**src/rtl/intc_pkg.sv**
```systemverilog
// Shared definitions for the interrupt responder: maskable FSM encoding and default sizing.
package intc_pkg;

  localparam int unsigned INTC_NUM_IRQ = 8;
  localparam int unsigned INTC_VEC_W   = 3;

  typedef enum logic [1:0] {
    IDLE = 2'd0,
    REQ  = 2'd1,
    SVC  = 2'd2
  } state_t;

endpackage

```
**src/rtl/intc_responder_if.sv**
```systemverilog
// CPU-facing handshake of the interrupt responder: request/disable outputs and acknowledge/EOI inputs.
interface intc_responder_if
  import intc_pkg::*;
#(
  parameter int unsigned VEC_W = INTC_VEC_W
);
  logic             isInterrupted;
  logic             INA;
  logic             eoi_int;
  logic             eoi_nmi;
  logic             INT;
  logic             NMI;
  logic             INTD;
  logic [VEC_W-1:0] vector;
  logic             vector_valid;
  logic             nmi_active;

  modport slave (
    input  isInterrupted, INA, eoi_int, eoi_nmi,
    output INT, NMI, INTD, vector, vector_valid, nmi_active
  );

  modport master (
    output isInterrupted, INA, eoi_int, eoi_nmi,
    input  INT, NMI, INTD, vector, vector_valid, nmi_active
  );
endinterface

```
**src/rtl/intc_prio_enc.sv**
```systemverilog
// Combinational priority encoder: reports the lowest set request index and whether any is set.
module intc_prio_enc #(
  parameter int unsigned N = 8,
  parameter int unsigned W = 3
) (
  input  logic [N-1:0] req,
  output logic [W-1:0] idx,
  output logic         any
);

  always_comb begin
    idx = '0;
    any = 1'b0;
    for (int unsigned i = 0; i < N; i++) begin
      if (req[i] && !any) begin
        idx = W'(i);
        any = 1'b1;
      end
    end
  end

endmodule

```
**src/rtl/intc_responder.sv**
```systemverilog
// Interrupt responder: prioritises maskable IRQs plus an edge-triggered NMI toward the CPU.
// Build option INTC_EDGE_EN: edge-triggered IRQ lines; level-sensitive when undefined.
module intc_responder
  import intc_pkg::*;
#(
  parameter int unsigned NUM_IRQ = INTC_NUM_IRQ,
  parameter int unsigned VEC_W   = INTC_VEC_W
) (
  input  logic               clk,
  input  logic               rst_n,
  input  logic [NUM_IRQ-1:0] irq,
  input  logic               nmi_req,
  input  logic               mask_wr,
  input  logic [NUM_IRQ-1:0] mask_din,
  input  logic               ie_set,
  input  logic               ie_clr,
  intc_responder_if.slave    cpu
);

  state_t             state, state_nxt;
  logic [VEC_W-1:0]   vec_r, vec_nxt, cand_idx;
  logic [NUM_IRQ-1:0] pend, pend_nxt, mask, irq_q, rise, clr, cand;
  logic               ie, nmi_pend, nmi_act, nmi_q, isint_q;
  logic               ack, ack_int, ack_nmi, cand_any;

  assign ack     = cpu.isInterrupted & ~isint_q;
  assign ack_int = ack & cpu.INA & (state == REQ);
  assign ack_nmi = ack & ~cpu.INA & nmi_pend;
  assign rise    = irq & ~irq_q;
  assign cand    = pend & ~mask;

  intc_prio_enc #(
    .N(NUM_IRQ),
    .W(VEC_W)
  ) u_prio (
    .req(cand),
    .idx(cand_idx),
    .any(cand_any)
  );

  // A fresh request on the line being acked in the same cycle must survive the clear.
  always_comb begin
    clr = '0;
    if (ack_int) clr[vec_r] = 1'b1;
`ifdef INTC_EDGE_EN
    pend_nxt = (pend & ~clr) | rise;
`else
    pend_nxt = irq & ~(clr & ~rise);
`endif
  end

  always_comb begin
    state_nxt = state;
    vec_nxt   = vec_r;
    case (state)
      IDLE: if (ie && cand_any) begin
        state_nxt = REQ;
        vec_nxt   = cand_idx;
      end
      REQ:     if (ack_int) state_nxt = SVC;
      SVC:     if (cpu.eoi_int) state_nxt = IDLE;
      default: state_nxt = IDLE;
    endcase
  end

  always_ff @(posedge clk or negedge rst_n) begin
    if (!rst_n) begin
      state   <= IDLE;
      vec_r   <= '0;
      pend    <= '0;
      mask    <= '0;
      irq_q   <= '0;
      ie      <= 1'b0;
      nmi_q   <= 1'b0;
      isint_q <= 1'b0;
    end else begin
      state   <= state_nxt;
      vec_r   <= vec_nxt;
      pend    <= pend_nxt;
      irq_q   <= irq;
      nmi_q   <= nmi_req;
      isint_q <= cpu.isInterrupted;
      if (mask_wr) mask <= mask_din;
      if (ie_clr)      ie <= 1'b0;
      else if (ie_set) ie <= 1'b1;
    end
  end

  always_ff @(posedge clk or negedge rst_n) begin
    if (!rst_n) begin
      nmi_pend <= 1'b0;
      nmi_act  <= 1'b0;
    end else begin
      if (nmi_req && !nmi_q) nmi_pend <= 1'b1;
      else if (ack_nmi)      nmi_pend <= 1'b0;
      if (ack_nmi)          nmi_act <= 1'b1;
      else if (cpu.eoi_nmi) nmi_act <= 1'b0;
    end
  end

  assign cpu.INT          = (state == REQ);
  assign cpu.NMI          = nmi_pend;
  assign cpu.INTD         = (state == SVC) | ~ie;
  assign cpu.vector       = vec_r;
  assign cpu.vector_valid = (state != IDLE);
  assign cpu.nmi_active   = nmi_act;

endmodule

```
**src/flat_wrapper.sv**
```systemverilog
// flat-port wrapper written by rule: the top's interface ports become plain ports
module intc_responder_flat import intc_pkg::*;
#(
  parameter int unsigned NUM_IRQ = INTC_NUM_IRQ,
  parameter int unsigned VEC_W   = INTC_VEC_W
)
  (clk, rst_n, irq, nmi_req, mask_wr, mask_din, ie_set, ie_clr, cpu_isInterrupted, cpu_INA, cpu_eoi_int, cpu_eoi_nmi, cpu_INT, cpu_NMI, cpu_INTD, cpu_vector, cpu_vector_valid, cpu_nmi_active);
  intc_responder_if #(.VEC_W(VEC_W)) cpu_i ();
  input  logic clk;
  input  logic rst_n;
  input  logic [NUM_IRQ-1:0] irq;
  input  logic nmi_req;
  input  logic mask_wr;
  input  logic [NUM_IRQ-1:0] mask_din;
  input  logic ie_set;
  input  logic ie_clr;
  input wire logic [$bits(cpu_i.isInterrupted)-1:0] cpu_isInterrupted;
  input wire logic [$bits(cpu_i.INA)-1:0] cpu_INA;
  input wire logic [$bits(cpu_i.eoi_int)-1:0] cpu_eoi_int;
  input wire logic [$bits(cpu_i.eoi_nmi)-1:0] cpu_eoi_nmi;
  output wire logic [$bits(cpu_i.INT)-1:0] cpu_INT;
  output wire logic [$bits(cpu_i.NMI)-1:0] cpu_NMI;
  output wire logic [$bits(cpu_i.INTD)-1:0] cpu_INTD;
  output wire logic [$bits(cpu_i.vector)-1:0] cpu_vector;
  output wire logic [$bits(cpu_i.vector_valid)-1:0] cpu_vector_valid;
  output wire logic [$bits(cpu_i.nmi_active)-1:0] cpu_nmi_active;
  assign cpu_i.isInterrupted = cpu_isInterrupted;
  assign cpu_i.INA = cpu_INA;
  assign cpu_i.eoi_int = cpu_eoi_int;
  assign cpu_i.eoi_nmi = cpu_eoi_nmi;
  assign cpu_INT = cpu_i.INT;
  assign cpu_NMI = cpu_i.NMI;
  assign cpu_INTD = cpu_i.INTD;
  assign cpu_vector = cpu_i.vector;
  assign cpu_vector_valid = cpu_i.vector_valid;
  assign cpu_nmi_active = cpu_i.nmi_active;
  intc_responder #(.NUM_IRQ(NUM_IRQ), .VEC_W(VEC_W)) u_core (.clk(clk), .rst_n(rst_n), .irq(irq), .nmi_req(nmi_req), .mask_wr(mask_wr), .mask_din(mask_din), .ie_set(ie_set), .ie_clr(ie_clr), .cpu(cpu_i));
endmodule
```
**config.mk**
```make
export PLATFORM = sky130hd
export DESIGN_NAME = intc_responder_flat
export DESIGN_NICKNAME = d
export VERILOG_FILES = /design/src/rtl/intc_pkg.sv /design/src/rtl/intc_responder_if.sv /design/src/rtl/intc_prio_enc.sv /design/src/rtl/intc_responder.sv /design/src/flat_wrapper.sv
export SDC_FILE = /design/constraint.sdc
export NUM_CORES = 1
export LEC_CHECK = 0
export ABC_AREA = 1
export BUFFER_PORTS_ARGS = -buffer_cell sky130_fd_sc_hd__clkbuf_2
export CAP_MARGIN = 25
export CORE_ASPECT_RATIO = 0.8
export CORE_MARGIN = 2
export CORE_UTILIZATION = 52
export CTS_CLUSTER_DIAMETER = 50
export DETAILED_ROUTE_END_ITERATION = 8
export GPL_ROUTABILITY_DRIVEN = 0
export GPL_TIMING_DRIVEN = 0
export HOLD_SLACK_MARGIN = 0.08
export PLACE_DENSITY = 0.81
export SLEW_MARGIN = 30
export SYNTH_ARGS = -nofsm -noshare
export SYNTH_HDL_FRONTEND = slang
export SYNTH_HIERARCHICAL = 1
export SYNTH_SLANG_ARGS = --single-unit
```
**constraint.sdc**
```tcl
create_clock -name clk -period 1.5 [get_ports clk]
set_input_delay 0.225 -clock clk [delete_from_list [all_inputs] [get_ports clk]]
set_output_delay 0.225 -clock clk [all_outputs]
set_load 0.05 [all_outputs]
```
Word level (Yosys, flattened, before mapping)
Cells that the tools add are included.
{"block": "totals", "ff_bits": 34}
{"block": "classes", "n_mux": 28, "bitwise": 17, "eq_ne": 5, "magnitude_cmp": 2, "reduce_logical": 25}
{"operator": "8-bit AND", "n": 4}
{"operator": "8-bit inverter", "n": 4}
{"operator": "3-bit two-way mux", "n": 6}
{"operator": "1-bit two-way mux", "n": 16}
{"operator": "1-bit logical AND", "n": 10}
{"operator": "1-bit logical NOT", "n": 8}
{"operator": "8-bit two-way mux", "n": 1}
{"operator": "2-bit nonzero test", "n": 4}
{"operator": "2-bit two-way mux", "n": 3}
{"operator": "2-bit one-hot mux with 3 select lines", "n": 1}
{"operator": "1-bit AND", "n": 5}
{"operator": "3-bit by 4-bit < comparator with 1-bit output (second input constant)", "n": 1}
{"operator": "2-bit by 1-bit inequality test with 1-bit output (second input constant)", "n": 2}
{"operator": "1-bit demux with 3-bit select", "n": 1}
{"operator": "3-bit by 1-bit >= comparator with 1-bit output (second input constant)", "n": 1}
{"operator": "1-bit inverter", "n": 3}
{"operator": "3-bit AND reduction", "n": 1}
{"operator": "2-bit by 1-bit equality test with 1-bit output (second input constant)", "n": 1}
{"operator": "2-bit equality test (second input constant)", "n": 1}
{"operator": "2-bit logical NOT", "n": 1}
{"operator": "2-bit inequality test (second input constant)", "n": 1}
{"operator": "2-bit AND reduction", "n": 1}
{"operator": "1-bit bitwise OR", "n": 1}

Depth between registers and ports, before layout
{"block": "logic_depth", "depth_word": 27, "mapped_depth": 9, "ltp_nobuf": 9}

Modules after synthesis
Netlist, hierarchy kept.
{"mod": "intc_responder", "cells_per_inst": 137, "seq_area_each_um2": 850.8, "instances": 1, "area_per_inst_um2": 1352.5}
{"mod": "intc_prio_enc", "cells_per_inst": 22, "seq_area_each_um2": 0.0, "instances": 1, "area_per_inst_um2": 108.9}

Least setup slack after synthesis
OpenSTA, ideal clock, no wires.
{"block": "synth_path", "path_type": "reg2out", "from": "register u_core.state[0]", "to": "output port cpu_INTD", "path_slack_ns": -0.230, "arrival_time_ns": 1.505, "stages_incl_launch_ff": 2, "path_buffers": 0, "cell_sequence": "dfrtp_1 -> o21ai_0"}
{"block": "synth_between", "elab_chain_len": 2}
{"element": "start: declaration", "line": "intc_responder.sv:20", "rtl": "state_t state, state_nxt;"}
{"element": "start signal: assignment", "line": "intc_responder.sv:77", "rtl": "state <= state_nxt;"}
{"element": "2-bit equality test", "line": "intc_responder.sv:103", "rtl": "assign cpu.INTD = (state == SVC) | ~ie;"}
{"element": "1-bit bitwise OR", "line": "intc_responder.sv:103"}
{"element": "end: declaration", "line": "flat_wrapper.sv:23", "rtl": "output wire logic [$bits(cpu_i.INTD)-1:0] cpu_INTD;"}
Every way passes these cells.

Worst setup path in the final report
Same ends and word-level chain as after synthesis.

==> results.yml <==
power_and_ir_drop:
  power_density_nw_per_um2: 1344
  p_leak_nw: 1.036
  vdd_drop_max_mv: 0.9100
  p_total_mw: 2.515
yosys:
  yosysUniqueCellTypes: 21
  synth_ff_type: "dfrtp_1"
  synth_top_area_share: 0.5822
  synth_area_leader_cell: "dfrtp_1"
  synth_nets: 185
  synthTopCellsByCount: "inv_1, dfrtp_1, nor2_1, nand2_1, nand3_1"
  yosys_warnings: 6
  netlist_area_um2: 1461
  seq_area_frac_synth: 0.5822
  syn_inst: 159
  avgSynthCellArea_um2: 9.191
  synth-seq-cells: 34
  async_flop_share: 1.000
  synth_edf_count: 0
  post-synth-top-count-cell: "inv_1"
  ys_top_cells_by_area: "dfrtp_1, inv_1, mux2_2"
sta:
  tns_ns: 0
  finClkSkew_ns: 0.007199
  slew_viol_final: 0
  hold_viol: 0
  hold_ws_ns: 0.1168
  layout_setup_ws_ns: 0.06505
  rsz0062_at_grt: "yes"
  fin_crit_ns: 1.435
  max_freq_ghz: 0.6969
  setup_viol: 0
  slew_headroom: 0.4782
  worst_pin_slew_ns: 0.7827
  layout_worst_path_cycle_share: 0.9566
critical_path:
  crit_chain: "o21ai_1, buf_2"
  critPathKind: "reg -> out"
  crit_cells: 2
  cp_max_fo: 4
  cp_num_buf_inv: 1
  rr_worst_depth: 8
  reg2reg_from: "u_core/mask[2]"
  start_kind: "register"
  crit_path_max_incr_delay_ns: 0.43
  crit_start: "u_core/state[0]"
  slowest_stage: "dfrtp_1"
  worstPathArrival_ns: 1.21
  endpoint_kind: "output pin"
  critPathTopFamily: "flip-flops"
  worstPathRequired_ns: 1.27
layout:
  fin_nets: 237
  finalInstanceArea_um2: 1872
  final_core_util: 0.6875
  instances_no_fill: 250
  area_growth_pct: 28.08
  layout-drive-gt1-share: 0.2830
  antenna_cells: 0
outcome:
  status: "finished clean"
floorplanning:
  core_area_um2: 2723
  std_cell_rows: 17
  die_x_um: 63.27
  ios: 34
  die-area_um2: 3253
  initial_utilization: 0.5368
  die_h_um: 51.42
route:
  drt-initial-drc-count: 35
  wl_per_cell_um: 11.16
  ant_nets: 0
  remaining_drc_errors: 0
  drt-total-wl_um: 2791
  viasPerCell: 4.520
  vias: 1130
  first_pass_iters: 4
global_routing:
  antenna_found_initial: 0
  grt-ovfl-total: 0
  top_usage_layer: "met2"
  met2_usage: 0.3262
  met1_usage: 0.2460
  grt_usage: 0.2027
  grt_pass1_vias: 1120
  grt_first_pass_wirelength_um: 4836
  met3_usage: 0.06608
  grt_start_max_net_pins: 35
place:
  hpwl_um: 1987
  dpl_worst_slack_ns: 0.1226
  dpl_cell_area_um2: 1669
  port_buffers: 32
  dpl.cell_count: 229
cts:
  post_cts_buffers: 0
  insertion_delay_ns: 0.33
  root_buffer: "clkbuf_4"
  clockBufferDepth: 2
  numCtsBuffers: 5
  cts_tree: "built"
  clkTransAtPathRegs_ns: 0.09
  clock_sinks: 34
  htreeDepth: 2
worst_hold_path:
  worstHoldStart: "ie_set"
  min_path_cells: 3
  min-delay-path-class: "in -> reg"
job:
  drv_cap: 0
[what timing repair did]
item / in CTS / in global routing
hold endpoints to repair: 46 / 0
endpoints found under the setup margin: 0 / 5
gates resized for setup: 0 / 8
hold buffers: 13 / 0
[flip-flops by register name, summed over array words and instances (netlist names)]
name	flops
u_core/state	2
u_core/ie	1
u_core/pend	8
u_core/cpu.vector	3
u_core/mask	8
u_core/cpu.NMI	1
u_core/irq_q	8
u_core/nmi_q	1
u_core/cpu.nmi_active	1
u_core/isint_q	1
[final timing paths]
path	to	slack [ns]
hold reg to reg	u_core/cpu.NMI	0.45
min in group asynchronous	u_core/nmi_q	0.50
setup reg to reg	u_core/cpu.vector[1]	0.12
hold / removal	u_core/ie	0.12
max in group asynchronous	u_core/mask[7]	0.51
setup / recovery	cpu_INTD	0.07
[cell families (layout without fill, tap and decap cells)]
kind of cell / after synthesis / count (layout) / share of synthesized area
compound gates: 10 / 10 / 0.03767
mux: 8 / 8 / 0.06165
flops: 34 / 34 / 0.5822
simple gates: 65 / 65 / 0.2029
buf+inv: 42 / 95 / 0.1156
[power breakdown]
part / total, mW / internal, mW / switching (mW)
Sequential: 1.13 / 1.03 / 0.101
Combinational: 0.878 / 0.271 / 0.607
Clock: 0.509 / 0.225 / 0.284
[routing by layer]
layer | part of all wire | wire length, um
met2 | 0.46 | 1273
met1 | 0.46 | 1292
met5 | 0 | 0
met3 | 0.055 | 154
met4 | 0.025 | 70
[cells in the final DEF, fill, tap and decap left out, types with 2 or more instances in the layout]
cell type	n
nand3_1	10
clkbuf_8	2
nand3_2	2
clkbuf_4	5
a21oi_1	3
buf_2	3
clkbuf_2	29
mux2_2	8
nor2_2	4
dfrtp_1	34
nand2_1	20
inv_1	39
o21ai_1	3
dlygate4sd3_1	13
o21ai_0	2
nor2_1	23
[layout make-up]
cell class / count / area, um^2
well taps: 38 / 47.55
repair buffers: 45 / 296.5
multi-input cells: 83 / 444.2
plain buffers: 2 / 18.77
flip-flops and latches: 34 / 850.8
fillers: 223 / 850.8
clock buffers: 6 / 51.30
inverters: 40 / 150.1
clock inverters: 2 / 12.51
[tightest hold or removal path, delay by kind of cell]
kind          cells  cell delay (ns)
buf+inv           1             0.08
simple gates      2             0.10
(Power assumes the default switching activity.)
